===== config.mk =====
export PLATFORM = sky130hd
export DESIGN_NAME = keypad_number_entry
export DESIGN_NICKNAME = d
export VERILOG_FILES = /design/src/rtl/keypad_number_entry.sv
export SDC_FILE = /design/constraint.sdc
export NUM_CORES = 1
export LEC_CHECK = 0
export ABC_CLOCK_PERIOD_IN_PS = 6300
export CORE_ASPECT_RATIO = 1.25
export CORE_MARGIN = 2
export CORE_UTILIZATION = 62
export DETAILED_ROUTE_END_ITERATION = 6
export PLACE_DENSITY = 0.85
export SYNTH_ARGS = -nofsm -noshare
export SYNTH_HDL_FRONTEND = slang
export SYNTH_SLANG_ARGS = --single-unit

===== constraint.sdc =====
create_clock -name clk_100mhz -period 6.3 [get_ports clk_100mhz]
set_input_delay 1.575 -clock clk_100mhz [delete_from_list [all_inputs] [get_ports clk_100mhz]]
set_output_delay 1.575 -clock clk_100mhz [all_outputs]
set_load 0.005 [all_outputs]

===== src/rtl/keypad_number_entry.sv =====
// -----------------------------------------------------------------------------
// keypad_number_entry
//
// Scans a 4x4 matrix keypad, debounces presses and releases, and builds a
// decimal number of up to four digits. '#' commits the number, '*' clears it.
//
// Keypad layout (key code = row_index*4 + col_index):
//   row 0: 1 2 3 A   row 1: 4 5 6 B   row 2: 7 8 9 C   row 3: * 0 # D
//
// Optional feature: define KEYPAD_BACKSPACE_EN to make 'D' delete the last
// typed digit. Without it, 'D' only produces key_pulse.
//
// Parameters:
//   SCAN_DIV        clk_100mhz cycles each keypad row is driven
//   DEBOUNCE_CYCLES consecutive stable cycles required for press and release
//
// Ports:
//   clk_100mhz      single clock, rising edge
//   reset           asynchronous active-low reset (0 = reset)
//   col_in[3:0]     keypad columns, active-low, asynchronous
//   row_out[3:0]    keypad row drive, active-low one-cold
//   accum_number    binary value of the digits being typed
//   digit_count     number of digits in accum_number (0-4)
//   entered_number  last committed value, held until the next commit
//   number_valid    one-cycle pulse when entered_number updates
//   key_code        code of the last accepted key
//   key_pulse       one-cycle strobe per accepted press
// -----------------------------------------------------------------------------
module keypad_number_entry #(
  parameter int SCAN_DIV        = 100000,
  parameter int DEBOUNCE_CYCLES = 1000000
) (
  input  logic        clk_100mhz,
  input  logic        reset,
  input  logic [3:0]  col_in,
  output logic [3:0]  row_out,
  output logic [15:0] accum_number,
  output logic [2:0]  digit_count,
  output logic [15:0] entered_number,
  output logic        number_valid,
  output logic [3:0]  key_code,
  output logic        key_pulse
);

  localparam int SCAN_W = (SCAN_DIV > 1) ? $clog2(SCAN_DIV) : 1;
  localparam int DEB_W  = (DEBOUNCE_CYCLES > 1) ? $clog2(DEBOUNCE_CYCLES) : 1;
  localparam logic [SCAN_W-1:0] SCAN_LAST = SCAN_W'(SCAN_DIV - 1);
  localparam logic [DEB_W-1:0]  DEB_LAST  = DEB_W'(DEBOUNCE_CYCLES - 1);

  localparam logic [3:0] KEY_STAR = 4'd12;
  localparam logic [3:0] KEY_HASH = 4'd14;
`ifdef KEYPAD_BACKSPACE_EN
  localparam logic [3:0] KEY_D    = 4'd15;
`endif

  typedef enum logic [1:0] {
    SCAN,
    DEBOUNCE,
    ACCEPT,
    WAIT_RELEASE
  } state_t;

  state_t state, state_next;

  logic [1:0]        run_sync;
  logic              run;
  logic [3:0]        col_meta, col_sync;
  logic [1:0]        row_idx;
  logic [SCAN_W-1:0] scan_cnt;
  logic [1:0]        settle_cnt;
  logic [DEB_W-1:0]  deb_cnt;
  logic [3:0]        cand_code;
  logic [1:0]        col_idx;
  logic              col_any;
  logic [3:0]        cur_code;
  logic              capture;
  logic              accept_now;
  logic              row_advance;
  logic [4:0]        cand_digit;
  logic              cand_is_digit;
  logic [3:0]        cand_value;

  // Maps a key code to {is_digit, decimal value}.
  function automatic logic [4:0] digit_of(input logic [3:0] code);
    case (code)
      4'd0:    digit_of = 5'h11;
      4'd1:    digit_of = 5'h12;
      4'd2:    digit_of = 5'h13;
      4'd4:    digit_of = 5'h14;
      4'd5:    digit_of = 5'h15;
      4'd6:    digit_of = 5'h16;
      4'd8:    digit_of = 5'h17;
      4'd9:    digit_of = 5'h18;
      4'd10:   digit_of = 5'h19;
      4'd13:   digit_of = 5'h10;
      default: digit_of = 5'h00;
    endcase
  endfunction

  // NOTE: reset asserts asynchronously but its release is passed through two
  // flops, so the FSM only starts leaving SCAN on a clean clock edge.
  always_ff @(posedge clk_100mhz or negedge reset) begin
    if (!reset) begin
      run_sync <= 2'b00;
    end else begin
      // NOTE: non-blocking assignments keep every flop sampling pre-edge
      // values, so the shift register really is two stages deep.
      run_sync <= {run_sync[0], 1'b1};
    end
  end
  assign run = run_sync[1];

  // Columns are asynchronous to the clock; two flops before any use.
  always_ff @(posedge clk_100mhz or negedge reset) begin
    if (!reset) begin
      col_meta <= 4'hF;
      col_sync <= 4'hF;
    end else begin
      col_meta <= col_in;
      col_sync <= col_meta;
    end
  end

  // Lowest column index wins when several columns are low.
  always_comb begin
    // NOTE: every always_comb output gets a default first, so no path can
    // leave it unassigned and infer a latch.
    col_idx = 2'd3;
    if (!col_sync[0])      col_idx = 2'd0;
    else if (!col_sync[1]) col_idx = 2'd1;
    else if (!col_sync[2]) col_idx = 2'd2;
  end

  assign col_any  = (col_sync != 4'hF);
  assign cur_code = {row_idx, col_idx};

  // FSM next state. The synchroniser delays columns by two cycles, so a press
  // is only trusted once settle_cnt shows the current row has been driven
  // long enough for its response to reach col_sync.
  always_comb begin
    state_next = state;
    capture    = 1'b0;
    case (state)
      SCAN: begin
        if (run && col_any && (settle_cnt == 2'd2)) begin
          state_next = DEBOUNCE;
          capture    = 1'b1;
        end
      end
      DEBOUNCE: begin
        if (!col_any || (cur_code != cand_code)) begin
          state_next = SCAN;
        end else if (deb_cnt == DEB_LAST) begin
          state_next = ACCEPT;
        end
      end
      ACCEPT: state_next = WAIT_RELEASE;
      WAIT_RELEASE: begin
        if (!col_any && (deb_cnt == DEB_LAST)) begin
          state_next = SCAN;
        end
      end
      default: state_next = SCAN;
    endcase
  end

  assign accept_now  = (state == DEBOUNCE) && (state_next == ACCEPT);
  assign row_advance = run && (state == SCAN) && (state_next == SCAN) &&
                       (scan_cnt == SCAN_LAST);

  // State, row scan and debounce counters.
  always_ff @(posedge clk_100mhz or negedge reset) begin
    if (!reset) begin
      state      <= SCAN;
      row_idx    <= 2'd0;
      row_out    <= 4'b1110;
      scan_cnt   <= '0;
      settle_cnt <= 2'd0;
      deb_cnt    <= '0;
      cand_code  <= 4'd0;
    end else begin
      state <= state_next;

      // Row drive only moves in SCAN; it stays frozen while a key is judged.
      if (run && (state == SCAN) && (state_next == SCAN)) begin
        scan_cnt <= (scan_cnt == SCAN_LAST) ? '0 : scan_cnt + 1'b1;
      end
      if (row_advance) begin
        row_idx    <= row_idx + 2'd1;
        row_out    <= {row_out[2:0], row_out[3]};
        settle_cnt <= 2'd0;
      end else if (settle_cnt != 2'd2) begin
        settle_cnt <= settle_cnt + 2'd1;
      end

      if (capture) begin
        cand_code <= cur_code;
      end

      // One counter serves both press and release qualification; it restarts
      // on every state change.
      if (state_next != state) begin
        deb_cnt <= '0;
      end else begin
        case (state)
          DEBOUNCE:     deb_cnt <= deb_cnt + 1'b1;
          WAIT_RELEASE: deb_cnt <= col_any ? '0 : deb_cnt + 1'b1;
          default:      deb_cnt <= '0;
        endcase
      end
    end
  end

  assign cand_digit    = digit_of(cand_code);
  assign cand_is_digit = cand_digit[4];
  assign cand_value    = cand_digit[3:0];

  // Key actions are registered on the edge entering ACCEPT, so key_pulse,
  // key_code and the number outputs all change together during ACCEPT.
  always_ff @(posedge clk_100mhz or negedge reset) begin
    if (!reset) begin
      key_pulse      <= 1'b0;
      key_code       <= 4'd0;
      number_valid   <= 1'b0;
      accum_number   <= 16'd0;
      digit_count    <= 3'd0;
      entered_number <= 16'd0;
    end else begin
      key_pulse    <= accept_now;
      number_valid <= 1'b0;
      if (accept_now) begin
        key_code <= cand_code;
        if (cand_is_digit) begin
          // Four digits max keeps the value at or below 9999.
          if (digit_count < 3'd4) begin
            accum_number <= (accum_number << 3) + (accum_number << 1) +
                            {12'd0, cand_value};
            digit_count  <= digit_count + 3'd1;
          end
        end else begin
          case (cand_code)
            KEY_HASH: begin
              entered_number <= accum_number;
              number_valid   <= 1'b1;
              accum_number   <= 16'd0;
              digit_count    <= 3'd0;
            end
            KEY_STAR: begin
              accum_number <= 16'd0;
              digit_count  <= 3'd0;
            end
`ifdef KEYPAD_BACKSPACE_EN
            KEY_D: begin
              if (digit_count != 3'd0) begin
                accum_number <= accum_number / 16'd10;
                digit_count  <= digit_count - 3'd1;
              end
            end
`endif
            default: ;
          endcase
        end
      end
    end
  end

endmodule


==> impl_metrics.py, run 1 <==
metrics = {
    "yosys": {
        "ys.warnings.count": 0,
        "seq_area_frac_synth_pct": 48.01,
        "yosys.area.top_type": "dfrtp_1",
        "netlist_area_mm2": 0.005345,
        "async_reset_ff_share_pct": 100.0,
        "syn_nets": 553,
        "syn_inst": 511,
        "synthFlopType": "dfrtp_1",
        "synth_top_area_share_pct": 42.60,
        "synth.avg_cell_area_um2": 10.46,
        "synthTopCellsByArea": "dfrtp_1, ha_1, dfstp_2",
        "synth_edf_count": 0,
        "yosysUniqueCellTypes": 57,
        "ys_ff_latch": 102,
    },
    "cts": {
        "clock_latency_ps": 370,
        "cts_tree": "yes",
        "ctsResizeCount": 0,
        "cts_root_buf": "clkbuf_8",
        "post-cts-setup-buffer-count": 0,
        "htreeDepth": 3,
        "cts_sinks": 102,
        "ctsLongestPathBuffers": 2,
        "clk_pin_slew_ps": 100,
        "hold_buffers": 0,
        "cts_made_buffers": 9,
    },
    "grt": {
        "grt_overflow": 0,
        "grt_antenna_before_repair": 0,
        "first_global_vias": 3812,
        "track_usage_pct": 23.19,
        "met2_usage_pct": 41.38,
        "grt_pass1_wl_mm": 17.15,
        "grtUsageMet1_pct": 27.56,
        "grt_start_max_net_pins": 58,
        "grtUsageMet3_pct": 4.601,
        "grt-busiest-layer": "met2",
    },
    "worst_setup_path": {
        "crit_path_cell_trace": "inv_1, ha_1, mux2i_1, o21ai_0, ha_1, ha_1, inv_1, fa_1, nor2b_1, o31a_1, o21ai_0, nand2_1, mux2i_1, o31ai_2",
        "critPathRequiredTime_ps": 6520,
        "critical_path_class": "flip-flop to flip-flop",
        "cp_data_arrival_time_ps": 3450,
        "crit_path_max_incr_delay_ps": 460,
        "critPathTopFamily": "adder cells",
        "endpoint_kind": "flip-flop",
        "crit_buf_inv": 2,
        "crit_path_start_kind": "flip-flop",
        "slowest_stage": "dfrtp_1",
        "crit_top_cell": "ha_1",
        "cp_max_fo": 7,
    },
    "layout": {
        "nNetsFinal": 598,
        "n_antenna_cell": 0,
        "area_delta_synth_final_pct": 13.25,
        "design_area_mm2": 0.006053,
        "drive_above_1_share_pct": 9.447,
    },
    "placed_design": {
        "place_area_mm2": 0.005874,
        "portBuffers": 50,
        "dp_hpwl_mm": 7.252,
        "finalWeightedCongestion": 0.8112,
    },
    "pwr": {
        "leakage_nw": 2.786,
        "power.density_mw_per_mm2": 197.7,
        "ir_drop_v": 0.0001346,
        "p_comb_share_pct": 10.1,
        "clkPwrFrac_pct": 32.0,
        "switching_power_mw": 0.3159,
        "p_seq_share_pct": 57.9,
        "swShare_pct": 26.40,
        "p_int_mw": 0.8808,
    },
    "route": {
        "viasPerCell": 5.903,
        "antenna_left": 0,
        "wl_per_cell_um": 15.17,
        "num_vias": 3884,
        "drc": 0,
        "wl_mm": 9.982,
        "drt_first_iter_violations": 194,
        "firstDrtPassIters": 4,
    },
    "floorplan": {
        "core_mm2": 0.008287,
        "die_h_um": 107.8,
        "dieArea_mm2": 0.009384,
        "die_x_um": 87.05,
        "start_util_pct": 64.50,
        "io_pins": 51,
        "rows": 37,
    },
    "sta": {
        "slew_viol_final": 0,
        "setup_viol": 0,
        "max_freq_mhz": 309.8,
        "worst_pin_slew_ps": 1098,
        "slew_headroom_pct": 26.80,
        "fin_crit_sh_pct": 51.24,
        "rsz0062_at_grt": "false",
        "whs_ps": 352.3,
        "hold_violations": 0,
        "fin_worst_skew_ps": 14.60,
        "fin_tns_setup_ps": 0,
        "period_needed_ps": 3228,
    },
    "flow_run": {
        "cap_violations": 0,
    },
    "status": {
        "status": "completed",
    },
    "min_path": {
        "hp-class": "flip-flop to flip-flop",
    },
}
## metrics by stage
stage          utilization [%]  setup slack (ps)  cells  power [mW]
6_report                 73.05              3072    658       1.197
5_1_grt                  73.05              2763    658       1.255
4_1_cts                  73.05              3051    658       1.207
3_5_place_dp             70.89              3079    642      0.8265
3_3_place_gp             70.89              3249    642      0.8198
2_1_floorplan                -              3417    511      0.7851
## metal layers
metal / wire (um) / vias up
li1: - / 1878
met1: 4064 / 1925
met2: 5433 / 67
met3: 349 / 14
met4: 134 / 0
met5: 0 / -
## synthesized netlist by cell type (6+ instances only)
cell type / n
mux2_1: 9
nand4_1: 14
dfrtp_1: 91
dfstp_2: 11
a21oi_1: 14
mux2_2: 13
inv_1: 12
a21o_1: 7
o31ai_1: 7
and3_1: 11
nand3_1: 27
nor2_1: 40
ha_1: 34
o21ai_0: 30
clkbuf_1: 7
nand2_1: 60
buf_2: 6
xor2_1: 20
xnor2_1: 24
## kinds of logic (layout without fill, tap and decap cells)
family          count (synthesis)  count (layout)  share of synthesized area, %
flops                         102             102                         48.01
other cells                     1               1                       0.07016
buf+inv                        29              79                         2.669
simple gates                  195             195                         18.14
mux                            25              25                         5.197
fa+ha+maj                      36              36                         8.708
compound gates                 79              79                         9.995
xor+xnor                       44              44                         7.210
## area by class of cell
cell class | instances | area [um^2]
flip-flops and latches | 102 | 2566
fillers | 588 | 2233
clock inverters | 3 | 20.02
multi-input cells | 380 | 2636
inverters | 12 | 45.04
clock buffers | 13 | 158.9
well taps | 97 | 121.4
repair buffers | 51 | 505.5
## power by group through the flow
stage	logic (mW)	registers (mW)	clock network, mW
6_report	0.121	0.693	0.383
5_1_grt	0.140	0.696	0.418
4_1_cts	0.121	0.693	0.393
3_5_place_dp	0.121	0.705	0
3_3_place_gp	0.116	0.704	0
2_1_floorplan	0.0836	0.701	0
## sequential cells by signal, summed over array words and instances, names as in the netlist, 16 cells and up
name and cells:
accum_number 16, entered_number 16, scan_cnt 17, deb_cnt 20
## worst register-to-register path: cells and delay by family (launching register included)
kind | cells | cell delay (ps)
fa+ha+maj | 4 | 1060
compound gates | 4 | 730
flops | 1 | 460
simple gates | 2 | 340
mux | 2 | 280
buf+inv | 2 | 210
## final timing paths
path	start	endpoint	slack, ps	cells past startpoint
worst max-delay path	cand_code[0]	accum_number[12]	3070	14
worst min-delay path	run_sync[0]	run_sync[1]	350	0
worst max register to register	cand_code[0]	accum_number[12]	3070	14
worst min register to register	run_sync[0]	run_sync[1]	350	0
max in group asynchronous	reset	deb_cnt[3]	4000	2
min in group asynchronous	reset	accum_number[3]	1180	1
## cell usage in the layout (no fill, tap or decap), types with 14 or more instances in the layout
cell              n
a21oi_1          14
nand4_1          14
ha_1             34
xnor2_1          24
nor2_1           40
o21ai_0          30
xor2_1           20
clkdlybuf4s50_1  49
nand3_1          27
nand2_1          60
dfrtp_1          91
No activity file was read; power rests on OpenSTA's default activity.
==> run 2, diff against run 1 <==
==> config.mk (replaced) <==
export PLATFORM = sky130hd
export DESIGN_NAME = keypad_number_entry
export DESIGN_NICKNAME = d
export VERILOG_FILES = /design/src/rtl/keypad_number_entry.sv
export SDC_FILE = /design/constraint.sdc
export NUM_CORES = 1
export LEC_CHECK = 0
export ABC_CLOCK_PERIOD_IN_PS = 3300
export CORE_ASPECT_RATIO = 1.25
export CORE_MARGIN = 2
export CORE_UTILIZATION = 58
export DETAILED_ROUTE_END_ITERATION = 6
export PLACE_DENSITY = 0.81
export SYNTH_ARGS = -nofsm -noshare
export SYNTH_HDL_FRONTEND = slang
export SYNTH_SLANG_ARGS = --single-unit
==> constraint.sdc (replaced) <==
create_clock -name clk_100mhz -period 3.3 [get_ports clk_100mhz]
set_input_delay 0.825 -clock clk_100mhz [delete_from_list [all_inputs] [get_ports clk_100mhz]]
set_output_delay 0.825 -clock clk_100mhz [all_outputs]
set_load 0.005 [all_outputs]
==> run 2 against run 1 <==
Net effect: clock power increased to 2.6 times the previous value; first-iteration DRC count down 1.0%; sequential cell count unchanged; hold slack better by 1.8 ps; fmax increased by 3.4%; wire length increased by 6.3%; clock skew shrank 6.1 ps; critical path type unchanged.
==> impl_metrics.py, run 2 (synthesized netlist as in run 1, its figures left out) <==
metrics = {
    "sta": {
        "max_freq_mhz": 320.4,
        "fin_tns_setup_ps": 0,
        "fin_crit_sh_pct": 94.59,
        "hold_violations": 0,
        "worst_pin_slew_ps": 768.1,
        "slew_viol_final": 0,
        "slew_headroom_pct": 48.79,
        "period_needed_ps": 3121,
        "fin_worst_skew_ps": 8.451,
        "setup_viol": 0,
        "rsz0062_at_grt": "false",
    },
    "placed_design": {
        "dp_cells": 674,
        "portBuffers": 50,
        "place_area_mm2": 0.005952,
        "dp_hpwl_mm": 7.704,
        "finalWeightedCongestion": 0.8075,
    },
    "cts": {
        "ctsLongestPathBuffers": 2,
        "cts_made_buffers": 9,
        "clock_latency_ps": 340,
        "cts_tree": "yes",
        "htreeDepth": 3,
        "cts_sinks": 102,
        "clk_pin_slew_ps": 70,
        "hold_buffers": 0,
        "cts_root_buf": "clkbuf_16",
    },
    "layout": {
        "drive_above_1_share_pct": 11.40,
        "reg.largest.list": "deb_cnt: 20 flops, scan_cnt: 17 flops",
        "top_register": "deb_cnt",
        "fin_cells": 693,
        "largest_register_ffs": 20,
        "design_area_mm2": 0.006270,
        "area_delta_synth_final_pct": 17.30,
        "n_antenna_cell": 0,
        "layout_common_cells": "dfrtp_1, nand2_1, clkdlybuf4s50_1",
        "layout_commonest_cell": "dfrtp_1",
        "nNetsFinal": 607,
    },
    "floorplan": {
        "die_h_um": 111.3,
        "rows": 39,
        "core_mm2": 0.009076,
        "start_util_pct": 58.89,
        "io_pins": 51,
        "dieArea_mm2": 0.01000,
        "die_x_um": 89.87,
    },
    "pwr": {
        "ir_drop_v": 0.0002964,
        "power.density_mw_per_mm2": 411.2,
        "leakage_nw": 2.880,
    },
    "grt": {
        "grt_pass1_wl_mm": 18.08,
        "grt_start_max_net_pins": 42,
        "track_usage_pct": 21.91,
        "first_global_vias": 3959,
        "grt_overflow": 0,
        "grt_antenna_before_repair": 0,
    },
    "worst_setup_path": {
        "crit_path_start_kind": "flip-flop",
        "cp_data_arrival_time_ps": 3360,
        "cp_max_fo": 7,
        "critPathRequiredTime_ps": 3540,
        "endpoint_kind": "flip-flop",
        "critical_path_class": "flip-flop to flip-flop",
    },
    "route": {
        "antenna_left": 0,
        "viasPerCell": 5.703,
        "wl_per_cell_um": 15.31,
        "drc": 0,
        "num_vias": 3952,
        "wl_mm": 10.61,
        "drt_first_iter_violations": 192,
        "firstDrtPassIters": 4,
    },
    "flow_run": {
        "cap_violations": 0,
    },
    "min_path": {
        "hp-class": "flip-flop to flip-flop",
    },
    "status": {
        "status": "completed",
    },
}
run 2: critical path, stage by stage (launching register included):
cell      delay, ps
dfrtp_2         420
inv_1           120
ha_1            320
nand3b_1        110
fa_1            570
inv_1            60
ha_1            310
a211oi_1        220
nor2_1          130
a21oi_2         280
nand2b_1        110
xnor2_1         150
o31ai_1         220
run 2: per-layer routing:
layer / vias up / part of all wire, % / track usage, %
met4: 0 / 2.2 / 8.308
met5: - / 0 / 0
met3: 18 / 2.8 / 3.721
met1: 1957 / 40 / 24.43
li1: 1910 / - / -
met2: 67 / 55 / 41.67
run 2: worst paths after layout:
check                      slack, ps          from  cells after the start                 to
min                              350   run_sync[0]                      0        run_sync[1]
min in group asynchronous        460         reset                      1  entered_number[4]
max in group asynchronous       2100         reset                      2        col_meta[1]
max reg2reg                      180  cand_code[0]                     12   accum_number[11]
max                              180  cand_code[0]                     12   accum_number[11]
min reg2reg                      350   run_sync[0]                      0        run_sync[1]
run 2: what timing repair did:
item | CTS | global route
setup endpoints to repair | 0 | 8
buffers inserted | 0 | 3
gates resized for setup | 0 | 5
run 2: final cells by class:
type / count / area (um^2)
Multi-Input combinational cell: 380 / 2649
Clock inverter: 2 / 17.52
Tap cell: 123 / 153.9
Inverter: 12 / 45.04
Clock buffer: 14 / 264.0
Timing Repair Buffer: 60 / 573.1
Sequential cell: 102 / 2567
Fill cell: 680 / 2806
run 2: through the flow:
| stage | total power [mW] | setup slack [ps] | hold WS, ps | util (%) |
|---|---|---|---|---|
| finish | 2.578 | 178.5 | 354.1 | 69.08 |
| global route | 2.699 | 14.49 | 357.5 | 69.08 |
| CTS | 2.588 | 78.67 | 354.3 | 68.68 |
| detailed placement | 1.585 | 110.9 | 339.5 | 65.58 |
| global placement | 1.572 | 252.8 | 331.8 | 65.58 |
| floorplan | 1.499 | 416.9 | 331.2 | - |
run 2: report_power, final:
part / leakage (nW) / total (mW) / internal [mW] / switching (mW)
clock network: 0.137 / 0.996 / 0.557 / 0.440
registers: 1.37 / 1.33 / 1.29 / 0.0366
logic: 1.38 / 0.256 / 0.0972 / 0.159
